--- config.mk ---
export PLATFORM = sky130hd
export DESIGN_NAME = wb_arbiter_flat
export DESIGN_NICKNAME = d
export VERILOG_FILES = /design/src/rtl/wb_arbiter_pkg.sv /design/src/rtl/wb_arbiter_if.sv /design/src/rtl/wb_arbiter_rr_pick2.sv /design/src/rtl/wb_arbiter.sv /design/src/flat_wrapper.sv
export SDC_FILE = /design/constraint.sdc
export NUM_CORES = 1
export LEC_CHECK = 0
export CAP_MARGIN = 20
export CORE_AREA = 8 8 191 148
export CTS_BUF_LIST = sky130_fd_sc_hd__clkbuf_2 sky130_fd_sc_hd__clkbuf_4 sky130_fd_sc_hd__clkbuf_8
export CTS_CLUSTER_SIZE = 28
export DETAILED_ROUTE_END_ITERATION = 12
export DIE_AREA = 0 0 199 156
export PLACE_DENSITY_LB_ADDON = 0.2
export SLEW_MARGIN = 5
export SYNTH_ARGS = -nofsm -noshare
export SYNTH_HDL_FRONTEND = slang
export SYNTH_SLANG_ARGS = --single-unit
export TNS_END_PERCENT = 100
--- constraint.sdc ---
create_clock -name clk -period 4.2 [get_ports clk]
set_input_delay 0.63 -clock clk [delete_from_list [all_inputs] [get_ports clk]]
set_output_delay 0.63 -clock clk [all_outputs]
set_load 0.1 [all_outputs]
--- src/rtl/wb_arbiter_pkg.sv ---
// wb_pkg: shared widths, source ids and holding-entry type for the writeback arbiter
package wb_pkg;
  localparam int DATA_W = 16;
  localparam int TAG_W = 6;
  localparam logic [1:0] SRC_MULT = 2'd0;
  localparam logic [1:0] SRC_ALU1 = 2'd1;
  localparam logic [1:0] SRC_ALU2 = 2'd2;
  localparam logic [1:0] SRC_ADDR = 2'd3;
  typedef struct packed {
    logic valid;
    logic [DATA_W-1:0] data;
    logic [TAG_W-1:0] tag;
  } wb_entry_t;
endpackage

--- src/rtl/wb_arbiter_if.sv ---
// wb_arbiter_if: functional-unit result handshakes and the two CDB broadcast ports
interface wb_arbiter_if;
  import wb_pkg::*;
  logic mult_valid_wb, alu1_valid, alu2_valid, addr_valid;
  logic [DATA_W-1:0] mult_out, alu1_out, alu2_out, addr_out;
  logic [TAG_W-1:0] mult_tag, alu1_tag, alu2_tag, addr_tag;
  logic mult_ready, alu1_ready, alu2_ready, addr_ready;
  logic cdb0_valid, cdb1_valid;
  logic [DATA_W-1:0] cdb0_data, cdb1_data;
  logic [TAG_W-1:0] cdb0_tag, cdb1_tag;
  logic [1:0] cdb0_src, cdb1_src;
  modport slave (
    input mult_valid_wb, alu1_valid, alu2_valid, addr_valid,
    input mult_out, alu1_out, alu2_out, addr_out,
    input mult_tag, alu1_tag, alu2_tag, addr_tag,
    output mult_ready, alu1_ready, alu2_ready, addr_ready,
    output cdb0_valid, cdb1_valid, cdb0_data, cdb1_data,
    output cdb0_tag, cdb1_tag, cdb0_src, cdb1_src
  );
  modport master (
    output mult_valid_wb, alu1_valid, alu2_valid, addr_valid,
    output mult_out, alu1_out, alu2_out, addr_out,
    output mult_tag, alu1_tag, alu2_tag, addr_tag,
    input mult_ready, alu1_ready, alu2_ready, addr_ready,
    input cdb0_valid, cdb1_valid, cdb0_data, cdb1_data,
    input cdb0_tag, cdb1_tag, cdb0_src, cdb1_src
  );
endinterface

--- src/rtl/wb_arbiter_rr_pick2.sv ---
// wb_rr_pick2: first two set request bits scanning upward (mod 4) from start
module wb_rr_pick2 (
  input  logic [3:0] req,
  input  logic [1:0] start,
  output logic       v0,
  output logic [1:0] id0,
  output logic       v1,
  output logic [1:0] id1
);
  always_comb begin
    v0 = 1'b0;
    id0 = '0;
    v1 = 1'b0;
    id1 = '0;
    for (int i = 0; i < 4; i++) begin
      if (req[start + 2'(i)]) begin
        if (!v0) begin
          v0 = 1'b1;
          id0 = start + 2'(i);
        end else if (!v1) begin
          v1 = 1'b1;
          id1 = start + 2'(i);
        end
      end
    end
  end
endmodule

--- src/rtl/wb_arbiter.sv ---
// wb_arbiter: two-port CDB writeback arbiter with per-source skid registers.
// Optional WB_MULT_PRIO_EN gives the multiplier unconditional ownership of CDB0.
module wb_arbiter
  import wb_pkg::*;
(
  input logic clk,
  input logic rst,
  wb_arbiter_if.slave bus
);
  logic [3:0] in_v, held, fresh, hreq, freq, gnt;
  logic [DATA_W-1:0] in_d [4];
  logic [TAG_W-1:0] in_t [4];
  logic [DATA_W-1:0] cand_d [4];
  logic [TAG_W-1:0] cand_t [4];
  wb_entry_t hold [4];
  wb_entry_t cdb0, cdb1;
  logic [1:0] src0, src1, rr_ptr;
  logic hv0, hv1, fv0, fv1, m0_v, m1_v, g0_v, g1_v, mult_cand;
  logic [1:0] hid0, hid1, fid0, fid1, m0_id, m1_id, g0_id, g1_id;
  assign in_v = {bus.addr_valid, bus.alu2_valid, bus.alu1_valid, bus.mult_valid_wb};
  assign in_d = '{bus.mult_out, bus.alu1_out, bus.alu2_out, bus.addr_out};
  assign in_t = '{bus.mult_tag, bus.alu1_tag, bus.alu2_tag, bus.addr_tag};
  for (genvar i = 0; i < 4; i++) begin : g_src
    assign held[i] = hold[i].valid;
    assign cand_d[i] = held[i] ? hold[i].data : in_d[i];
    assign cand_t[i] = held[i] ? hold[i].tag : in_t[i];
  end
  // A valid presented while the skid register is full is a protocol violation and is ignored
  assign fresh = in_v & ~held;
`ifdef WB_MULT_PRIO_EN
  assign mult_cand = held[SRC_MULT] | fresh[SRC_MULT];
  assign hreq = held & 4'b1110;
  assign freq = fresh & 4'b1110;
`else
  assign mult_cand = 1'b0;
  assign hreq = held;
  assign freq = fresh;
`endif
  wb_rr_pick2 u_pick_held (.req(hreq), .start(rr_ptr), .v0(hv0), .id0(hid0), .v1(hv1), .id1(hid1));
  wb_rr_pick2 u_pick_fresh (.req(freq), .start(rr_ptr), .v0(fv0), .id0(fid0), .v1(fv1), .id1(fid1));
  // Held entries outrank fresh ones: merge the two ordered pick lists, held first
  assign m0_v = hv0 | fv0;
  assign m0_id = hv0 ? hid0 : fid0;
  assign m1_v = hv1 | (hv0 ? fv0 : fv1);
  assign m1_id = hv1 ? hid1 : (hv0 ? fid0 : fid1);
  assign g0_v = mult_cand | m0_v;
  assign g0_id = mult_cand ? SRC_MULT : m0_id;
  assign g1_v = mult_cand ? m0_v : m1_v;
  assign g1_id = mult_cand ? m0_id : m1_id;
  assign gnt = (g0_v ? 4'(4'b1 << g0_id) : 4'b0) | (g1_v ? 4'(4'b1 << g1_id) : 4'b0);
  always_ff @(posedge clk or posedge rst) begin
    if (rst) begin
      for (int i = 0; i < 4; i++) hold[i] <= '0;
      cdb0 <= '0;
      cdb1 <= '0;
      src0 <= '0;
      src1 <= '0;
      rr_ptr <= '0;
    end else begin
      for (int i = 0; i < 4; i++) begin
        if (gnt[i]) hold[i].valid <= 1'b0;
        else if (fresh[i]) hold[i] <= '{1'b1, in_d[i], in_t[i]};
      end
      cdb0.valid <= g0_v;
      cdb1.valid <= g1_v;
      if (g0_v) begin
        cdb0.data <= cand_d[g0_id];
        cdb0.tag <= cand_t[g0_id];
        src0 <= g0_id;
      end
      if (g1_v) begin
        cdb1.data <= cand_d[g1_id];
        cdb1.tag <= cand_t[g1_id];
        src1 <= g1_id;
      end
      if (g1_v) rr_ptr <= g1_id + 2'd1;
      else if (g0_v) rr_ptr <= g0_id + 2'd1;
    end
  end
  assign bus.mult_ready = ~held[SRC_MULT];
  assign bus.alu1_ready = ~held[SRC_ALU1];
  assign bus.alu2_ready = ~held[SRC_ALU2];
  assign bus.addr_ready = ~held[SRC_ADDR];
  assign bus.cdb0_valid = cdb0.valid;
  assign bus.cdb0_data = cdb0.data;
  assign bus.cdb0_tag = cdb0.tag;
  assign bus.cdb0_src = src0;
  assign bus.cdb1_valid = cdb1.valid;
  assign bus.cdb1_data = cdb1.data;
  assign bus.cdb1_tag = cdb1.tag;
  assign bus.cdb1_src = src1;
endmodule

--- src/flat_wrapper.sv ---
// flat-port wrapper written by rule: the top's interface ports become plain ports
module wb_arbiter_flat import wb_pkg::*;
  (clk, rst, bus_mult_valid_wb, bus_alu1_valid, bus_alu2_valid, bus_addr_valid, bus_mult_out, bus_alu1_out, bus_alu2_out, bus_addr_out, bus_mult_tag, bus_alu1_tag, bus_alu2_tag, bus_addr_tag, bus_mult_ready, bus_alu1_ready, bus_alu2_ready, bus_addr_ready, bus_cdb0_valid, bus_cdb1_valid, bus_cdb0_data, bus_cdb1_data, bus_cdb0_tag, bus_cdb1_tag, bus_cdb0_src, bus_cdb1_src);
  wb_arbiter_if bus_i ();
  input logic clk;
  input logic rst;
  input wire logic [$bits(bus_i.mult_valid_wb)-1:0] bus_mult_valid_wb;
  input wire logic [$bits(bus_i.alu1_valid)-1:0] bus_alu1_valid;
  input wire logic [$bits(bus_i.alu2_valid)-1:0] bus_alu2_valid;
  input wire logic [$bits(bus_i.addr_valid)-1:0] bus_addr_valid;
  input wire logic [$bits(bus_i.mult_out)-1:0] bus_mult_out;
  input wire logic [$bits(bus_i.alu1_out)-1:0] bus_alu1_out;
  input wire logic [$bits(bus_i.alu2_out)-1:0] bus_alu2_out;
  input wire logic [$bits(bus_i.addr_out)-1:0] bus_addr_out;
  input wire logic [$bits(bus_i.mult_tag)-1:0] bus_mult_tag;
  input wire logic [$bits(bus_i.alu1_tag)-1:0] bus_alu1_tag;
  input wire logic [$bits(bus_i.alu2_tag)-1:0] bus_alu2_tag;
  input wire logic [$bits(bus_i.addr_tag)-1:0] bus_addr_tag;
  output wire logic [$bits(bus_i.mult_ready)-1:0] bus_mult_ready;
  output wire logic [$bits(bus_i.alu1_ready)-1:0] bus_alu1_ready;
  output wire logic [$bits(bus_i.alu2_ready)-1:0] bus_alu2_ready;
  output wire logic [$bits(bus_i.addr_ready)-1:0] bus_addr_ready;
  output wire logic [$bits(bus_i.cdb0_valid)-1:0] bus_cdb0_valid;
  output wire logic [$bits(bus_i.cdb1_valid)-1:0] bus_cdb1_valid;
  output wire logic [$bits(bus_i.cdb0_data)-1:0] bus_cdb0_data;
  output wire logic [$bits(bus_i.cdb1_data)-1:0] bus_cdb1_data;
  output wire logic [$bits(bus_i.cdb0_tag)-1:0] bus_cdb0_tag;
  output wire logic [$bits(bus_i.cdb1_tag)-1:0] bus_cdb1_tag;
  output wire logic [$bits(bus_i.cdb0_src)-1:0] bus_cdb0_src;
  output wire logic [$bits(bus_i.cdb1_src)-1:0] bus_cdb1_src;
  assign bus_i.mult_valid_wb = bus_mult_valid_wb;
  assign bus_i.alu1_valid = bus_alu1_valid;
  assign bus_i.alu2_valid = bus_alu2_valid;
  assign bus_i.addr_valid = bus_addr_valid;
  assign bus_i.mult_out = bus_mult_out;
  assign bus_i.alu1_out = bus_alu1_out;
  assign bus_i.alu2_out = bus_alu2_out;
  assign bus_i.addr_out = bus_addr_out;
  assign bus_i.mult_tag = bus_mult_tag;
  assign bus_i.alu1_tag = bus_alu1_tag;
  assign bus_i.alu2_tag = bus_alu2_tag;
  assign bus_i.addr_tag = bus_addr_tag;
  assign bus_mult_ready = bus_i.mult_ready;
  assign bus_alu1_ready = bus_i.alu1_ready;
  assign bus_alu2_ready = bus_i.alu2_ready;
  assign bus_addr_ready = bus_i.addr_ready;
  assign bus_cdb0_valid = bus_i.cdb0_valid;
  assign bus_cdb1_valid = bus_i.cdb1_valid;
  assign bus_cdb0_data = bus_i.cdb0_data;
  assign bus_cdb1_data = bus_i.cdb1_data;
  assign bus_cdb0_tag = bus_i.cdb0_tag;
  assign bus_cdb1_tag = bus_i.cdb1_tag;
  assign bus_cdb0_src = bus_i.cdb0_src;
  assign bus_cdb1_src = bus_i.cdb1_src;
  wb_arbiter u_core (.clk(clk), .rst(rst), .bus(bus_i));
endmodule
=== Word-level counts from Yosys, hierarchy flattened ===
Cells that the tools add are included.

* Register bits after elaboration: 144
* Bits in latches: 0
* RAM bits: 0
* Memory bits (read-only): 0
* Input bits: 94
* Output and inout port bits: 54
* Memories: 0

* $add $sub $neg: 5
* Multiply operators: 0
* Div/mod/pow operators: 0
* Order comparisons: 6
* Equality and inequality tests: 0
* Shift-type cells: 2
* Mux-type cells: 102
* Bitwise gates (word level): 15
* Reduce and logical (&&, ||, !) cells: 9

{| class="wikitable"
|+ Operators with widths
! operator !! count
|-
| 16-bit two-way mux || 8
|-
| 23-bit two-way mux || 4
|-
| 2-bit two-way mux || 35
|-
| 16-bit binary-select mux with 2-bit select || 2
|-
| 6-bit two-way mux || 8
|-
| 1-bit two-way mux || 33
|-
| 6-bit binary-select mux with 2-bit select || 2
|-
| 1-bit binary-select mux with 2-bit select || 8
|-
| 2-bit by 3-bit < comparator with 1-bit output, second input constant || 4
|-
| 2-bit nonzero test || 5
|-
| 4-bit two-way mux || 2
|-
| 1-bit NOT || 8
|-
| 2-bit AND reduction || 4
|-
| 1-bit by 2-bit left shift with 4-bit output, first input constant || 2
|-
| 2-bit by 1-bit adder with 2-bit output, second input constant || 3
|-
| 3-bit >= comparator, second input constant || 2
|-
| 2-bit NOT with 3-bit output || 2
|-
| 2-bit adder, second input constant || 2
|-
| 4-bit AND || 1
|-
| 4-bit NOT || 1
|-
| 4-bit bitwise OR || 1
|-
| 1-bit bitwise OR || 2
|}

=== Logic depth before layout (Yosys ltp) ===
* Depth after elaboration: 20
* Depth in mapped cells: 15
* Mapped depth without buffers: 10

=== Modules after synthesis ===
Synthesis repeated with hierarchy kept, for this count alone.

* Cells, all modules: 890
* Area, all modules: 9283.9 um^2

{| class="wikitable"
|+ By module, submodules not included
! module !! instances !! cells each !! area each (um^2) !! sequential area each (um^2)
|-
| wb_arbiter || 1 || 720 || 8077.7 || 3603.5
|-
| wb_rr_pick2 || 2 || 85 || 603.1 || 0.0
|}

=== Least setup slack after synthesis ===
OpenSTA, ideal clock, no wires.

* Kind: in2reg
* From: input bus_addr_valid
* To: register u_core.hold[0] in the netlist's numbering
* Setup time: 0.125 ns
* Arrival: 3.273 ns
* Slack: 0.802 ns
* Stages on the path: 12
* Path buffers: 3
* Cells stage by stage: nor2b_1 clkbuf_1 mux4_2 ha_1 o2111a_1 a311oi_1 a31oi_1 and2_1 buf_6 a221o_1 buf_6 mux2_4

* Word-level cells in the longest chain between the ends: 19

{| class="wikitable"
|+ Ends and longest elaborated chain
! what !! line !! RTL
|-
| from (decl) || flat_wrapper.sv:10 || <nowiki>input wire logic [$bits(bus_i.addr_valid)-1:0] bus_addr_valid;</nowiki>
|-
| 4-bit AND * || wb_arbiter.sv:29 || <nowiki>assign fresh = in_v & ~held;</nowiki>
|-
| 1-bit binary-select mux with 2-bit select || wb_arbiter_rr_pick2.sv:16 || <nowiki>if (req[start + 2'(i)]) begin</nowiki>
|-
| 1-bit two-way mux (not written as such) || wb_arbiter_rr_pick2.sv:16 ||
|-
| 1-bit two-way mux || wb_arbiter_rr_pick2.sv:16 ||
|-
| 2-bit two-way mux / 1-bit two-way mux (equally long branches) || wb_arbiter_rr_pick2.sv:17 || <nowiki>if (!v0) begin</nowiki>
|-
| 2-bit two-way mux / 1-bit two-way mux (equally long branches) || wb_arbiter_rr_pick2.sv:16 ||
|-
| 2-bit two-way mux || wb_arbiter_rr_pick2.sv:20 || <nowiki>end else if (!v1) begin</nowiki>
|-
| 2-bit two-way mux || wb_arbiter_rr_pick2.sv:17 ||
|-
| (+2 left out) || - ||
|-
| 2-bit two-way mux || wb_arbiter_rr_pick2.sv:17 ||
|-
| 2-bit two-way mux || wb_arbiter_rr_pick2.sv:16 ||
|-
| 2-bit two-way mux (2 in a row) || wb_arbiter.sv:45 || <nowiki>assign m1_id = hv1 ? hid1 : (hv0 ? fid0 : fid1);</nowiki>
|-
| 1-bit by 2-bit left shift with 4-bit output || wb_arbiter.sv:50 || <nowiki>assign gnt = (g0_v ? 4'(4'b1 << g0_id) : 4'b0) | (g1_v ? 4'(4'b1 << g1_id) : 4'b0);</nowiki>
|-
| 4-bit two-way mux || wb_arbiter.sv:50 ||
|-
| 4-bit bitwise OR || wb_arbiter.sv:50 ||
|-
| 1-bit NOT (no line) || - ||
|-
| 2-bit AND reduction (no line) * || - ||
|-
| to (signal, indexed assignment) || wb_arbiter.sv:62 || <nowiki>else if (fresh[i]) hold[i] <= '{1'b1, in_d[i], in_t[i]};</nowiki>
|-
| to (decl) || wb_arbiter.sv:15 || <nowiki>wb_entry_t hold [4];</nowiki>
|}

Every way passes the cells marked *; elsewhere a longest branch is shown, timed or not. The select of a mux whose other input is x is not followed.
A chain may end at the register's enable or synchronous reset.

=== Worst setup path after layout ===
* From: input bus_alu1_valid
* To: register u_core.cdb1, in the netlist u_core.bus.cdb1_data[15]

* Word-level cells in the longest chain between the ends: 18

{| class="wikitable"
|+ Ends and longest elaborated chain
! what !! line !! RTL
|-
| from (decl) || flat_wrapper.sv:8 || <nowiki>input wire logic [$bits(bus_i.alu1_valid)-1:0] bus_alu1_valid;</nowiki>
|-
| 4-bit AND * || wb_arbiter.sv:29 ||
|-
| 1-bit binary-select mux with 2-bit select || wb_arbiter_rr_pick2.sv:16 ||
|-
| 1-bit two-way mux (not written as such) || wb_arbiter_rr_pick2.sv:16 ||
|-
| 1-bit two-way mux || wb_arbiter_rr_pick2.sv:16 ||
|-
| 2-bit two-way mux / 1-bit two-way mux (equally long branches) || wb_arbiter_rr_pick2.sv:17 ||
|-
| 2-bit two-way mux / 1-bit two-way mux (equally long branches) || wb_arbiter_rr_pick2.sv:16 ||
|-
| 2-bit two-way mux || wb_arbiter_rr_pick2.sv:20 ||
|-
| 2-bit two-way mux || wb_arbiter_rr_pick2.sv:17 ||
|-
| 2-bit two-way mux || wb_arbiter_rr_pick2.sv:16 ||
|-
| 2-bit two-way mux || wb_arbiter_rr_pick2.sv:20 ||
|-
| 2-bit two-way mux || wb_arbiter_rr_pick2.sv:17 ||
|-
| 2-bit two-way mux || wb_arbiter_rr_pick2.sv:16 ||
|-
| 2-bit two-way mux (2 in a row) || wb_arbiter.sv:45 ||
|-
| 2-bit NOT with 3-bit output (not written as such) || wb_arbiter.sv:72 || <nowiki>cdb1.data <= cand_d[g1_id];</nowiki>
|-
| 16-bit binary-select mux with 2-bit select || wb_arbiter.sv:72 ||
|-
| 16-bit two-way mux (not written as such) (2 in a row) || wb_arbiter.sv:72 ||
|-
| to (decl) || wb_arbiter.sv:16 || <nowiki>wb_entry_t cdb0, cdb1;</nowiki>
|}

Marked as above.

==> results.md <==
* Area Growth Syn to Fin at 27.1%
* Die footprint at 31,000 µm²
* Area leader, netlist: dfrtp_1
* Final number of setup-violating endpoints at 0
* Share of cells above drive strength 1 at between 20% and 30%
* I/O pins at 148
* Clock buffer depth at 2
* CP max-delay cell: clkdlybuf4s50_1
* Placed insts at 1,234
* DRT antenna net count at 0
* Seq/Total Area, Yosys at 41.7%
* Synth top area share at 41.7%
* Initial antenna violation count at 3
* CTS tree: built
* Port buffer count at between 100 and 150
* Final Non-Filler Cells at 1,266
* Initial core utilization at 34.1%
* Crit path required time at between 4000 and 5000 ps
* Final Cycle Share at 83.9%
* Synth Area in XOR/XNOR at less than 1%
* Number of global-route vias before repair at approximately 6.8k
* DRT iter0 DRCs at 487
* Register bit count reported by yosys at 144
* Setup ws final at 676 ps
* Total track usage at 17.6%
* CTS buffer count at 17
* Normalized max-slew margin at 31.6%
* CP Class: in2reg
* Cell family with the largest share of critical-path delay: compound AO/OA/AOI/OAI gates
* M3 GR Usage at 4.16%
* DR WL/cell at 21.4 µm
* Fmax at about 280 MHz
* Post-synthesis adder-cell area fraction at less than 1%
* Slew Viols, Final at 0
* Largest net degree at the start of global routing at 92
* Row cnt at 51
* Initial DRT Pass Iterations at 5
* Core area at ~25,000 µm²
* Post-CTS setup buffer count at 0
* Post-synthesis cell count at 780
* Most common cell in the netlist: dfrtp_1
* Crit path buffers/inverters at 2
* Cell mode on critical path: a31oi_1
* Worst Tran Pin Value at around 1000 ps
* Nets@finish at approximately 1.0k
* Met1 Use GR at 25.6%
* Clk_lat worst skew at 460 ps
* Total negative slack at 0 ps
* Die X at 199 µm
* Startpoint Class: primary input
* Final estimated routing congestion in global placement at 0.856
* TritonCTS Sinks at between 100 and 150
* Max-cap violations at 0
* CTS root buf: clkbuf_8
* DRC errors left at 0
* Syn_nets at about 880
* Syn Std Cell Area at 8650 µm²
* Reg2reg setup slack at roughly 800 ps
* Compound-gate portion of the synthesized area at 13.1%
* RSZ-0062 raised after global routing: false
* Gr ovfl total at 0
* Routed wire length at 27,000 µm
* Hold WC Path Type: reg2reg
* Die height at 156 µm
* Reg2Reg Depth at 10
* Yosys warns at 0
* H-tree levels at 4
* Routing usage on met2 at 25.7%
* Reg2reg end: u_core.bus.cdb1_tag[1]
* CP Max Fanout at 40
* Max incr delay on CP at 530 ps
* Simple-gate share of the synthesized area at 8.26%
* Final Hold Vio Count at 0
* Worst setup endpoint: u_core.bus.cdb1_data[15]
* Worst setup startpoint: bus_alu1_valid
* Largest family of logic cells by synthesized area: multiplexers
* Grt peak-use layer: met2
* CP cell instances: clkdlybuf4s50_1, nor2b_1, mux4_2, ha_1, nand4_1, a311oi_1, a31oi_1, a31oi_1, and2_2, buf_12, mux2_2, a221oi_1
* Post-CTS Hold Fix Bufs at 0
* Post-synth EDFFs at 0
* Via count at 6,802
* Worst clock skew at 16.9 ps
* Nature of the critical path endpoint: flop
* Hold Slack at 490 ps
* Status: complete, no violations
* Multiplexer share of the synthesized area at between 30% and 40%
* Async SR Flop Fraction at 100%
* Ys flop type: dfrtp_1
* Ranking of synthesized cells by area: dfrtp_1 42%, mux2_2 12%, mux2i_1 9.4%, mux2_1 5.2%, mux2_4 3.5%
* Commonest cells in the netlist: 144 x dfrtp_1, 91 x mux2_2, 81 x mux2i_1, 66 x nor2_1, 40 x mux2_1
* Reg-to-reg startpoint: u_core.held[2]
* Mapped Avg Cell Area at 11.1 µm²
* Final HPWL DP at approximately 18,000 µm
* # fillers at 2,409
* Clock-pin slew on the worst setup and hold paths at around 90 ps
* First-pass GRT wire length at between 40,000 and 50,000 µm
* Routed vias/inst at 5.37
* CTS resizes at 0
* Unique masters post-synth at 63
* WP data arrival at 3870 ps
* Min Tclk post-route at 3520 ps
* Setup Slack @ Placement at 230 ps
* Stages on worst setup path at 12
==> routing by layer <==
| metal | up-vias | wire (µm) |
|---|---|---|
| met5 | - | 41 |
| met4 | 6 | 334 |
| met2 | 224 | 11600 |
| li1 | 3176 | - |
| met1 | 3366 | 13400 |
| met3 | 30 | 1740 |
==> layout by cell type (no fill, tap or decap), types with 10 or more instances in the layout <==
cell               n
a221oi_1          20
nand2_1           39
a211oi_1          11
nand3_1           15
clkdlybuf4s50_1  147
mux2_1            40
clkbuf_8          20
o211ai_1          22
mux2_4            20
a211o_1           19
o21ai_0           15
mux2i_1           81
mux2_2            91
a21oi_1           10
nor2_1            66
buf_4             29
a31oi_1           19
dfrtp_1          140
==> worst min path at each step <==
stage / start / endpoint / slack [ps] / cells past startpoint
2_1_floorplan: u_core.hold[23] / u_core.hold[23] / 460 / 1
3_3_place_gp: u_core.hold[31] / u_core.hold[31] / 470 / 1
6_report: u_core.hold[34] / u_core.hold[34] / 490 / 1
5_1_grt: u_core.hold[83] / u_core.hold[83] / 510 / 1
4_1_cts: u_core.hold[27] / u_core.hold[27] / 490 / 1
3_5_place_dp: u_core.hold[27] / u_core.hold[27] / 480 / 1
==> layout make-up <==
cell class / instances / area, µm² / share of cell area [%]
multi-input combinational: 553 / 4670 / 42.5
sequential: 144 / 3610 / 32.8
timing repair buffer: 181 / 1790 / 16.3
tap: 344 / 430 / 3.92
clock buffer: 21 / 283 / 2.57
clock inverter: 10 / 159 / 1.45
inverter: 12 / 48.8 / 0.444
antenna: 1 / 2.50 / 0.0228
==> logic make-up after synthesis <==
logic type / after synthesis
AO/OA/AOI/OAI: 152
adder cells (fa/ha/maj): 6
XOR/XNOR: 2
flip-flops: 144
buffers and inverters: 83
multiplexers: 237
AND/OR/NAND/NOR: 156
==> per-stage QoR <==
step / cell area (µm²) / utilization, %
after detailed placement: 10500 / 41.6
after floorplan: 8650 / -
after CTS: 11000 / 43.4
after global placement: 10500 / 41.6
after global routing: 11000 / 43.4
final: 11000 / 43.4
==> flip-flops by register name, summed over array words and instances (netlist names) <==
| name | flops |
|---|---|
| u_core.rr_ptr | 2 |
| u_core.bus.cdb1_data | 16 |
| u_core.bus.cdb1_src | 2 |
| u_core.bus.cdb1_valid | 1 |
| u_core.bus.cdb1_tag | 6 |
| u_core.bus.cdb0_valid | 1 |
| u_core.held | 4 |
| u_core.bus.cdb0_tag | 6 |
| u_core.bus.cdb0_data | 16 |
| u_core.bus.cdb0_src | 2 |
| u_core.hold | 88 |
Power is not shown: default switching activity piles up to over one toggle a cycle in this logic, so the estimate is an artifact.
